[config.mk]
export PLATFORM = sky130hd
export DESIGN_NAME = serial_add_sub_flat
export DESIGN_NICKNAME = d
export VERILOG_FILES = /design/src/rtl/serial_add_sub_pkg.sv /design/src/rtl/serial_add_sub_if.sv /design/src/rtl/serial_add_sub_full_add_sub_bit.sv /design/src/rtl/serial_add_sub.sv /design/src/flat_wrapper.sv
export SDC_FILE = /design/constraint.sdc
export NUM_CORES = 1
export LEC_CHECK = 0
export ABC_CLOCK_PERIOD_IN_PS = 1400
export CORE_MARGIN = 3
export CORE_UTILIZATION = 44
export CTS_CLUSTER_SIZE = 10
export DETAILED_ROUTE_END_ITERATION = 10
export HOLD_SLACK_MARGIN = 0.05
export PLACE_DENSITY = 0.73
export SETUP_SLACK_MARGIN = 0.2
export SLEW_MARGIN = 20
export SYNTH_ARGS = -nofsm -noshare
export SYNTH_HDL_FRONTEND = slang
export SYNTH_HIERARCHICAL = 1
export SYNTH_SLANG_ARGS = --single-unit
[constraint.sdc]
create_clock -name clk -period 1.4 [get_ports clk]
set_input_delay 0.21 -clock clk [delete_from_list [all_inputs] [get_ports clk]]
set_output_delay 0.21 -clock clk [all_outputs]
set_load 0.005 [all_outputs]
[src/rtl/serial_add_sub_pkg.sv]
// serial_add_sub_pkg: shared FSM state type and operation constants
// for the bit-serial adder/subtractor.
package serial_add_sub_pkg;

    typedef enum logic [1:0] {
        IDLE,
        SHIFT,
        DONE
    } state_t;

    localparam logic ADD = 1'b1;
    localparam logic SUB = 1'b0;

endpackage

[src/rtl/serial_add_sub_if.sv]
// serial_add_sub_if: start/done bundle; master drives start, add_sub, A, B, Cin;
// slave returns busy, done, Result, Cout (+ ovf with SERIAL_ADD_SUB_OVF_EN).
interface serial_add_sub_if #(
    parameter int WIDTH = 4
);
    logic             start;
    logic             add_sub;
    logic [WIDTH-1:0] A;
    logic [WIDTH-1:0] B;
    logic             Cin;
    logic             busy;
    logic             done;
    logic [WIDTH-1:0] Result;
    logic             Cout;
`ifdef SERIAL_ADD_SUB_OVF_EN
    logic             ovf;
`endif

    modport master (
        output start, add_sub, A, B, Cin,
        input  busy, done, Result, Cout
`ifdef SERIAL_ADD_SUB_OVF_EN
        , input ovf
`endif
    );

    modport slave (
        input  start, add_sub, A, B, Cin,
        output busy, done, Result, Cout
`ifdef SERIAL_ADD_SUB_OVF_EN
        , output ovf
`endif
    );

endinterface

[src/rtl/serial_add_sub_full_add_sub_bit.sv]
// full_add_sub_bit: combinational 1-bit add/subtract cell.
// Ports: a, b, c (carry/borrow in), add_sub (1=add); s, c_out.
module full_add_sub_bit
    import serial_add_sub_pkg::*;
(
    input  logic a,
    input  logic b,
    input  logic c,
    input  logic add_sub,
    output logic s,
    output logic c_out
);

    assign s = a ^ b ^ c;

    // Add: majority carry. Subtract: borrow out of a - b - c.
    assign c_out = (add_sub == ADD)
                 ? ((a & b) | (a & c) | (b & c))
                 : ((~a & b) | (~a & c) | (b & c));

endmodule

[src/rtl/serial_add_sub.sv]
// serial_add_sub: LSB-first serial A+B+Cin / A-B-Cin over WIDTH cycles.
// Ports: clk, rst_n (sync, active-low), bus (slave); ovf via SERIAL_ADD_SUB_OVF_EN.
module serial_add_sub
    import serial_add_sub_pkg::*;
#(
    parameter int WIDTH = 4
) (
    input  logic clk,
    input  logic rst_n,
    serial_add_sub_if.slave bus
);

    localparam int CW = $clog2(WIDTH + 1);

    state_t           state_q;
    state_t           state_d;
    logic [CW-1:0]    cnt_q;
    logic [WIDTH-1:0] a_q;
    logic [WIDTH-1:0] b_q;
    logic [WIDTH-1:0] res_q;
    logic             op_q;
    logic             c_q;
    logic             cout_q;
    logic             s_bit;
    logic             c_next;
    logic             accept;
    logic             step;
    logic             last;
`ifdef SERIAL_ADD_SUB_OVF_EN
    logic             ovf_q;
`endif

    assign last = (cnt_q == CW'(WIDTH - 1));

    always_ff @(posedge clk) begin
        if (!rst_n) state_q <= IDLE;
        else        state_q <= state_d;
    end

    always_comb begin
        state_d = state_q;
        accept  = 1'b0;
        step    = 1'b0;
        unique case (state_q)
            IDLE: begin
                if (bus.start) begin
                    accept  = 1'b1;
                    state_d = SHIFT;
                end
            end
            SHIFT: begin
                step = 1'b1;
                if (last) state_d = DONE;
            end
            DONE: begin
                if (bus.start) begin
                    accept  = 1'b1;
                    state_d = SHIFT;
                end else begin
                    state_d = IDLE;
                end
            end
            default: state_d = IDLE;
        endcase
    end

    full_add_sub_bit u_cell (
        .a       (a_q[0]),
        .b       (b_q[0]),
        .c       (c_q),
        .add_sub (op_q),
        .s       (s_bit),
        .c_out   (c_next)
    );

    always_ff @(posedge clk) begin
        if (!rst_n) begin
            cnt_q  <= '0;
            a_q    <= '0;
            b_q    <= '0;
            res_q  <= '0;
            op_q   <= 1'b0;
            c_q    <= 1'b0;
            cout_q <= 1'b0;
`ifdef SERIAL_ADD_SUB_OVF_EN
            ovf_q  <= 1'b0;
`endif
        end else if (accept) begin
            a_q   <= bus.A;
            b_q   <= bus.B;
            op_q  <= bus.add_sub;
            c_q   <= bus.Cin;
            cnt_q <= '0;
        end else if (step) begin
            a_q   <= a_q >> 1;
            b_q   <= b_q >> 1;
            c_q   <= c_next;
            // Entering at the MSB end lands bit 0 at Result[0] after WIDTH steps.
            res_q <= {s_bit, res_q[WIDTH-1:1]};
            cnt_q <= cnt_q + CW'(1);
            if (last) begin
                cout_q <= c_next;
`ifdef SERIAL_ADD_SUB_OVF_EN
                // Carry (or borrow) into MSB differs from out of MSB.
                ovf_q  <= c_q ^ c_next;
`endif
            end
        end
    end

    assign bus.busy   = (state_q == SHIFT);
    assign bus.done   = (state_q == DONE);
    assign bus.Result = res_q;
    assign bus.Cout   = cout_q;
`ifdef SERIAL_ADD_SUB_OVF_EN
    assign bus.ovf    = ovf_q;
`endif

endmodule

[src/flat_wrapper.sv]
// flat-port wrapper written by rule: the top's interface ports become plain ports
module serial_add_sub_flat import serial_add_sub_pkg::*;
#(
    parameter int WIDTH = 4
)
  (clk, rst_n, bus_start, bus_add_sub, bus_A, bus_B, bus_Cin, bus_busy, bus_done, bus_Result, bus_Cout);
  serial_add_sub_if #(.WIDTH(WIDTH)) bus_i ();
  input  logic clk;
  input  logic rst_n;
  input wire logic [$bits(bus_i.start)-1:0] bus_start;
  input wire logic [$bits(bus_i.add_sub)-1:0] bus_add_sub;
  input wire logic [$bits(bus_i.A)-1:0] bus_A;
  input wire logic [$bits(bus_i.B)-1:0] bus_B;
  input wire logic [$bits(bus_i.Cin)-1:0] bus_Cin;
  output wire logic [$bits(bus_i.busy)-1:0] bus_busy;
  output wire logic [$bits(bus_i.done)-1:0] bus_done;
  output wire logic [$bits(bus_i.Result)-1:0] bus_Result;
  output wire logic [$bits(bus_i.Cout)-1:0] bus_Cout;
  assign bus_i.start = bus_start;
  assign bus_i.add_sub = bus_add_sub;
  assign bus_i.A = bus_A;
  assign bus_i.B = bus_B;
  assign bus_i.Cin = bus_Cin;
  assign bus_busy = bus_i.busy;
  assign bus_done = bus_i.done;
  assign bus_Result = bus_i.Result;
  assign bus_Cout = bus_i.Cout;
  serial_add_sub #(.WIDTH(WIDTH)) u_core (.clk(clk), .rst_n(rst_n), .bus(bus_i));
endmodule
## Yosys cells after proc, flatten, opt, wreduce, memory -nomap -nowiden

Index checks and enable logic that the tools add are counted.

| operators by class | value |
|---|---|
| add/subtract/negate cells | 1 |
| equality and inequality tests | 5 |
| muxes and demuxes | 14 |
| bitwise logic cells | 14 |
| reduce and logical (&&, ||, !) cells | 7 |

Operators by type and width:

| kind | number |
|---|---|
| 4-bit two-way mux | 4 |
| 1-bit two-way mux | 7 |
| 2-bit case mux with 3 select lines | 1 |
| 1-bit bitwise AND | 5 |
| 2-bit two-way mux | 2 |
| 1-bit bitwise OR | 4 |
| 2-bit AND reduction | 2 |
| 2-bit OR reduction | 2 |
| 3-bit by 1-bit adder with 3-bit output (second input constant) | 1 |
| 3-bit by 2-bit equality test with 1-bit output (second input constant) | 1 |
| 1-bit inverter | 3 |
| 3-bit AND reduction | 1 |
| 2-bit by 1-bit equality test with 1-bit output (second input constant) | 1 |
| 2-bit equality test (second input constant) | 1 |
| 2-bit zero test | 1 |
| 2-bit by 1-bit inequality test with 1-bit output (second input constant) | 1 |
| 2-bit inequality test (second input constant) | 1 |
| 2-bit nonzero test | 1 |
| 1-bit bitwise XOR | 2 |

| storage, ports and cells | value |
|---|---|
| register bits after elaboration | 20 |
| input bits | 13 |
| output and inout port bits | 7 |
| logic and storage cells | 49 |

## Longest topological paths before layout

| logic depth | value |
|---|---|
| depth in word-level cells | 7 |
| depth in mapped cells | 6 |
| mapped depth without buffers | 6 |

## Modules after synthesis

Netlist, hierarchy kept.

Modules (own cells, without submodules):

| module | times used | cells an instance | area an instance (um^2) | seq. area each (um^2) |
|---|---|---|---|---|
| serial_add_sub | 1 | 92 | 859.6 | 400.4 |
| full_add_sub_bit | 1 | 9 | 76.3 | 0.0 |

## Worst setup path after synthesis

Ideal clock, no wire load.

| timing path | value |
|---|---|
| kind | register -> register |
| start point | register u_core.a_q[0] |
| end point | register u_core.cout_q, in the netlist u_core/bus.Cout |
| arrival time | 1.282 ns |
| data required time | 1.285 ns |
| path slack | 0.003 ns |
| stages on the path, launching flop included | 7 |
| period minus slack after synthesis | 1.397 ns |
| cell sequence | dfxtp_1 -> inv_1 -> ha_1 -> nor4b_1 -> a211oi_1 -> and3_1 -> o21a_1 |

| between the ends | value |
|---|---|
| word-level cells in the longest chain between the ends | 5 |

RTL lines:

| what | RTL line | text |
|---|---|---|
| start, declared | serial_add_sub.sv:18 | `logic [WIDTH-1:0] a_q;` |
| start signal, assigned | serial_add_sub.sv:89 | `a_q <= bus.A;` |
| start signal, assigned | serial_add_sub.sv:95 | `a_q <= a_q >> 1;` |
| 1-bit inverter | serial_add_sub_full_add_sub_bit.sv:19 | `: ((~a & b) \| (~a & c) \| (b & c));` |
| 1-bit bitwise AND | serial_add_sub_full_add_sub_bit.sv:19 |  |
| 1-bit bitwise OR (2 in series) | serial_add_sub_full_add_sub_bit.sv:19 |  |
| 1-bit two-way mux * | serial_add_sub_full_add_sub_bit.sv:18 | `? ((a & b) \| (a & c) \| (b & c))` |
| via u_core.c_next | serial_add_sub.sv:25 | `logic c_next;` |
| end signal, assigned | serial_add_sub.sv:102 | `cout_q <= c_next;` |
| end, declared | serial_add_sub.sv:23 | `logic cout_q;` |

The timed path passes the listed nets; every way through them passes the cells marked *.
A chain may end at the register's enable or synchronous reset.

## Worst setup path in the final report

Ends and elaborated chain as after synthesis.

==> flow_summary_export.csv <==
group,metric,value,unit
cts,hold_buffers,0,
finish,diodes,0,
route,post_drt_wl_per_cell,13.96,microns
yosys,ys_warn_count,6,
floorplan,die_w,52.12,microns
route,drc_errors,0,
finish,nNetsFinal,152,
yosys,synth_seq_area_share,0.4278,
cts,clk_pin_slew,0.11,ns
worst_setup_path,critical_path_buf_inv_count,1,
place,io_buffers,19,
worst_setup_path,critical_path.endpoint_type,"flop",
power,cellPowerDensity,891.2,mW/mm^2
run,drv_cap,0,
sta,period_minus_slack,1.355,ns
sta,setup_viol,0,
worst_setup_path,worstSetupPathType,"reg -> reg",
finish,final_cell_area,0.001351,sq mm
finish,area_delta_synth_final,44.39,%
worst_setup_path,cp_cell_sequence,"inv_2, ha_4, nor4b_4, a211oi_2, and3_1, o21a_1",
global_route,grt_usage,0.1841,
cts,cts_tree,"done",
floorplan,die_h,52.12,microns
worst_setup_path,startpoint_type,"flop",
power,total_power,1.204,mW
cts,cts_sinks,20,
route,vias,841,
yosys,synth_top_cell_area_share,0.4278,
yosys,avgSynthCellArea,9.266,sq um
place,place.gp.congestion,0.7906,
route,routed_wirelength,2234,microns
cts,cts_buffers,3,
route,dr.pass1.iters,4,
global_route,grt_pass1_wl,3739,microns
place,dpl_cell_area,0.001200,sq mm
route,routed_via_density,5.256,
yosys,synth_area_leaders,"dfxtp_1, nand2_1, ha_1, a21boi_1, o221ai_2",
cts,clockBufferDepth,2,
floorplan,io-pin-count,20,
floorplan,rows,16,
power,ir_drop,0.0007143,V
floorplan,initial_core_util,0.4722,
worst_setup_path,crit_slowest_cell,"dfxtp_4",
hold_path,worstHoldPathType,"in -> reg",
sta,fmax,738.0,MHz
sta,grt_setup_unrepaired,"yes",
yosys,synth-seq-cells,20,
global_route,globalRouteOverflowTotal,0,
yosys,netlist.top_cell.by_area,"dfxtp_1",
cts,clockRootBuffer,"clkbuf_4",
yosys,synth-async-reset-ratio,0,
global_route,grt_max_degree,19,
worst_setup_path,max_stage_delay,0.40,ns
worst_setup_path,crit_fanout,4,
worst_setup_path,crit_family,"simple AND/OR/NAND/NOR gates",
sta,maxSlewViolCount,0,
floorplan,dieArea,0.002716,sq mm
power,intPower,0.8680,mW
yosys,synth_top_flop_cell,"dfxtp_1",
power,p_leak,0.5420,nW
run_status,status,"finished clean",
cts,clk-insertion-delay-late,0.29,ns
cts,h-tree-depth,1,
power,p_seq_frac,0.527,
finish,drive_gt1_frac,0.3308,
floorplan,core-area,0.001982,sq mm
yosys,synth_edf_count,0,
sta,holdWs,0.3816,ns
finish,num-fill-cells,165,
power,pwr-share-clk,0.222,
sta,period_share,0.9679,
place,hpwl,1419,microns
yosys,synthCells,101,
power,comb_power_share,0.251,
sta,worst_clock_skew,0.001100,ns
yosys,synth_area,935.9,sq um
sta,hold_violations,0,
worst_setup_path,required,1.59,ns
route,dr.first_iter.drc_count,4,
global_route,grt_pass1_vias,852,
route,final_antenna_net_count,0,
sta,slew_headroom,0.8156,
global_route,antenna_found_initial,0,
worst_setup_path,arrival,1.55,ns
yosys,ys_types,31,
power,swShare,0.2792,
sta,worst_pin_slew,0.2762,ns
power,p_switching,0.3362,mW
yosys,synthesis.nets,118,
-- registers in the layout, indices dropped and copies added, names as in the netlist --
| signal | flops |
|---|---|
| u_core/c_q | 1 |
| u_core/bus.Cout | 1 |
| u_core/bus.Result | 4 |
| u_core/state_q | 2 |
| u_core/b_q | 4 |
| u_core/cnt_q | 3 |
| u_core/op_q | 1 |
| u_core/a_q | 4 |
-- placed cells by master (no fill, tap or decap), types with 3 or more instances in the layout --
| cell | instances |
|---|---|
| a21boi_1 | 6 |
| a21oi_1 | 3 |
| buf_4 | 10 |
| buf_6 | 5 |
| clkbuf_4 | 3 |
| clkdlybuf4s50_1 | 11 |
| dfxtp_1 | 11 |
| dfxtp_2 | 6 |
| dfxtp_4 | 3 |
| dlygate4sd2_1 | 5 |
| nand2_1 | 22 |
| nand2b_4 | 3 |
| nor2_1 | 6 |
| nor3_1 | 4 |
| o21ai_1 | 3 |
| o221ai_2 | 3 |
-- power groups by stage --
stage	logic, mW	clock network (mW)	registers [mW]
2_1_floorplan	0.163	0	0.646
3_3_place_gp	0.236	0	0.649
3_5_place_dp	0.242	0	0.652
4_1_cts	0.278	0.285	0.633
5_1_grt	0.332	0.292	0.640
6_report	0.302	0.268	0.635
-- layout make-up --
class | count | area (sq um) | area share
multi-input cells | 73 | 553.0 | 0.4093
flip-flops and latches | 20 | 419.2 | 0.3102
repair buffers | 33 | 302.8 | 0.2241
well taps | 27 | 33.78 | 0.02500
clock buffers | 3 | 22.52 | 0.01667
inverters | 4 | 20.02 | 0.01481
-- per-layer routing --
metal / wire length (microns) / track usage
met5: 0 / 0
met4: 53 / 0.08297
met3: 72 / 0.03152
met2: 1094 / 0.3305
met1: 1014 / 0.2092
-- worst reg2reg max path: stages, from the launching register on --
cell and delay (ns):
dfxtp_4 0.40, inv_2 0.05, ha_4 0.16, nor4b_4 0.24, a211oi_2 0.07, and3_1 0.17, o21a_1 0.17
-- repair_timing --
action | in CTS | in global routing
cloned | 0 | 1
pin swaps | 5 | 2
endpoints found under the setup margin | 9 | 8
setup buffers | 7 | 2
gates resized for setup | 22 | 11
-- Yosys cell counts (2+ instances only) --
master    count
a21oi_1       3
xnor2_1       2
inv_1         3
nor2_1        6
nor4b_1       2
o21ai_1       2
a21boi_1      6
dfxtp_1      20
nor3_1        4
buf_2         3
o221ai_2      3
nor2b_1       2
nand2_1      22
ha_1          4
and3_1        2
nand2b_4      2
-- through the flow --
stage,setup slack (ns),cells,TNS (ns),utilization
final,0.04497,160,0,0.6818
after global routing,-0.03266,160,-0.03346,0.6818
after CTS,0.06112,157,0,0.6597
after detailed placement,-0.02732,147,-0.02732,0.6054
after global placement,0.01607,147,0,0.6054
after floorplan,0.09710,101,0,-
-- worst paths after layout --
| path | slack (ns) | start | end | depth (start not counted) |
|---|---|---|---|---|
| max reg2reg | 0.04 | u_core/a_q[0] | u_core/bus.Cout | 6 |
| max | 0.04 | u_core/a_q[0] | u_core/bus.Cout | 6 |
| min | 0.38 | bus_start | u_core/b_q[2] | 3 |
| min reg2reg | 0.45 | u_core/bus.Result[0] | u_core/bus.Result[0] | 2 |
-- logic make-up after synthesis --
| group | synth area share |
|---|---|
| mux | 0.01070 |
| fa+ha+maj | 0.05348 |
| buf+inv | 0.06550 |
| xor+xnor | 0.01872 |
| simple gates | 0.2206 |
| compound gates | 0.2032 |
| flops | 0.4278 |
Power figures use the tool's default switching activity.
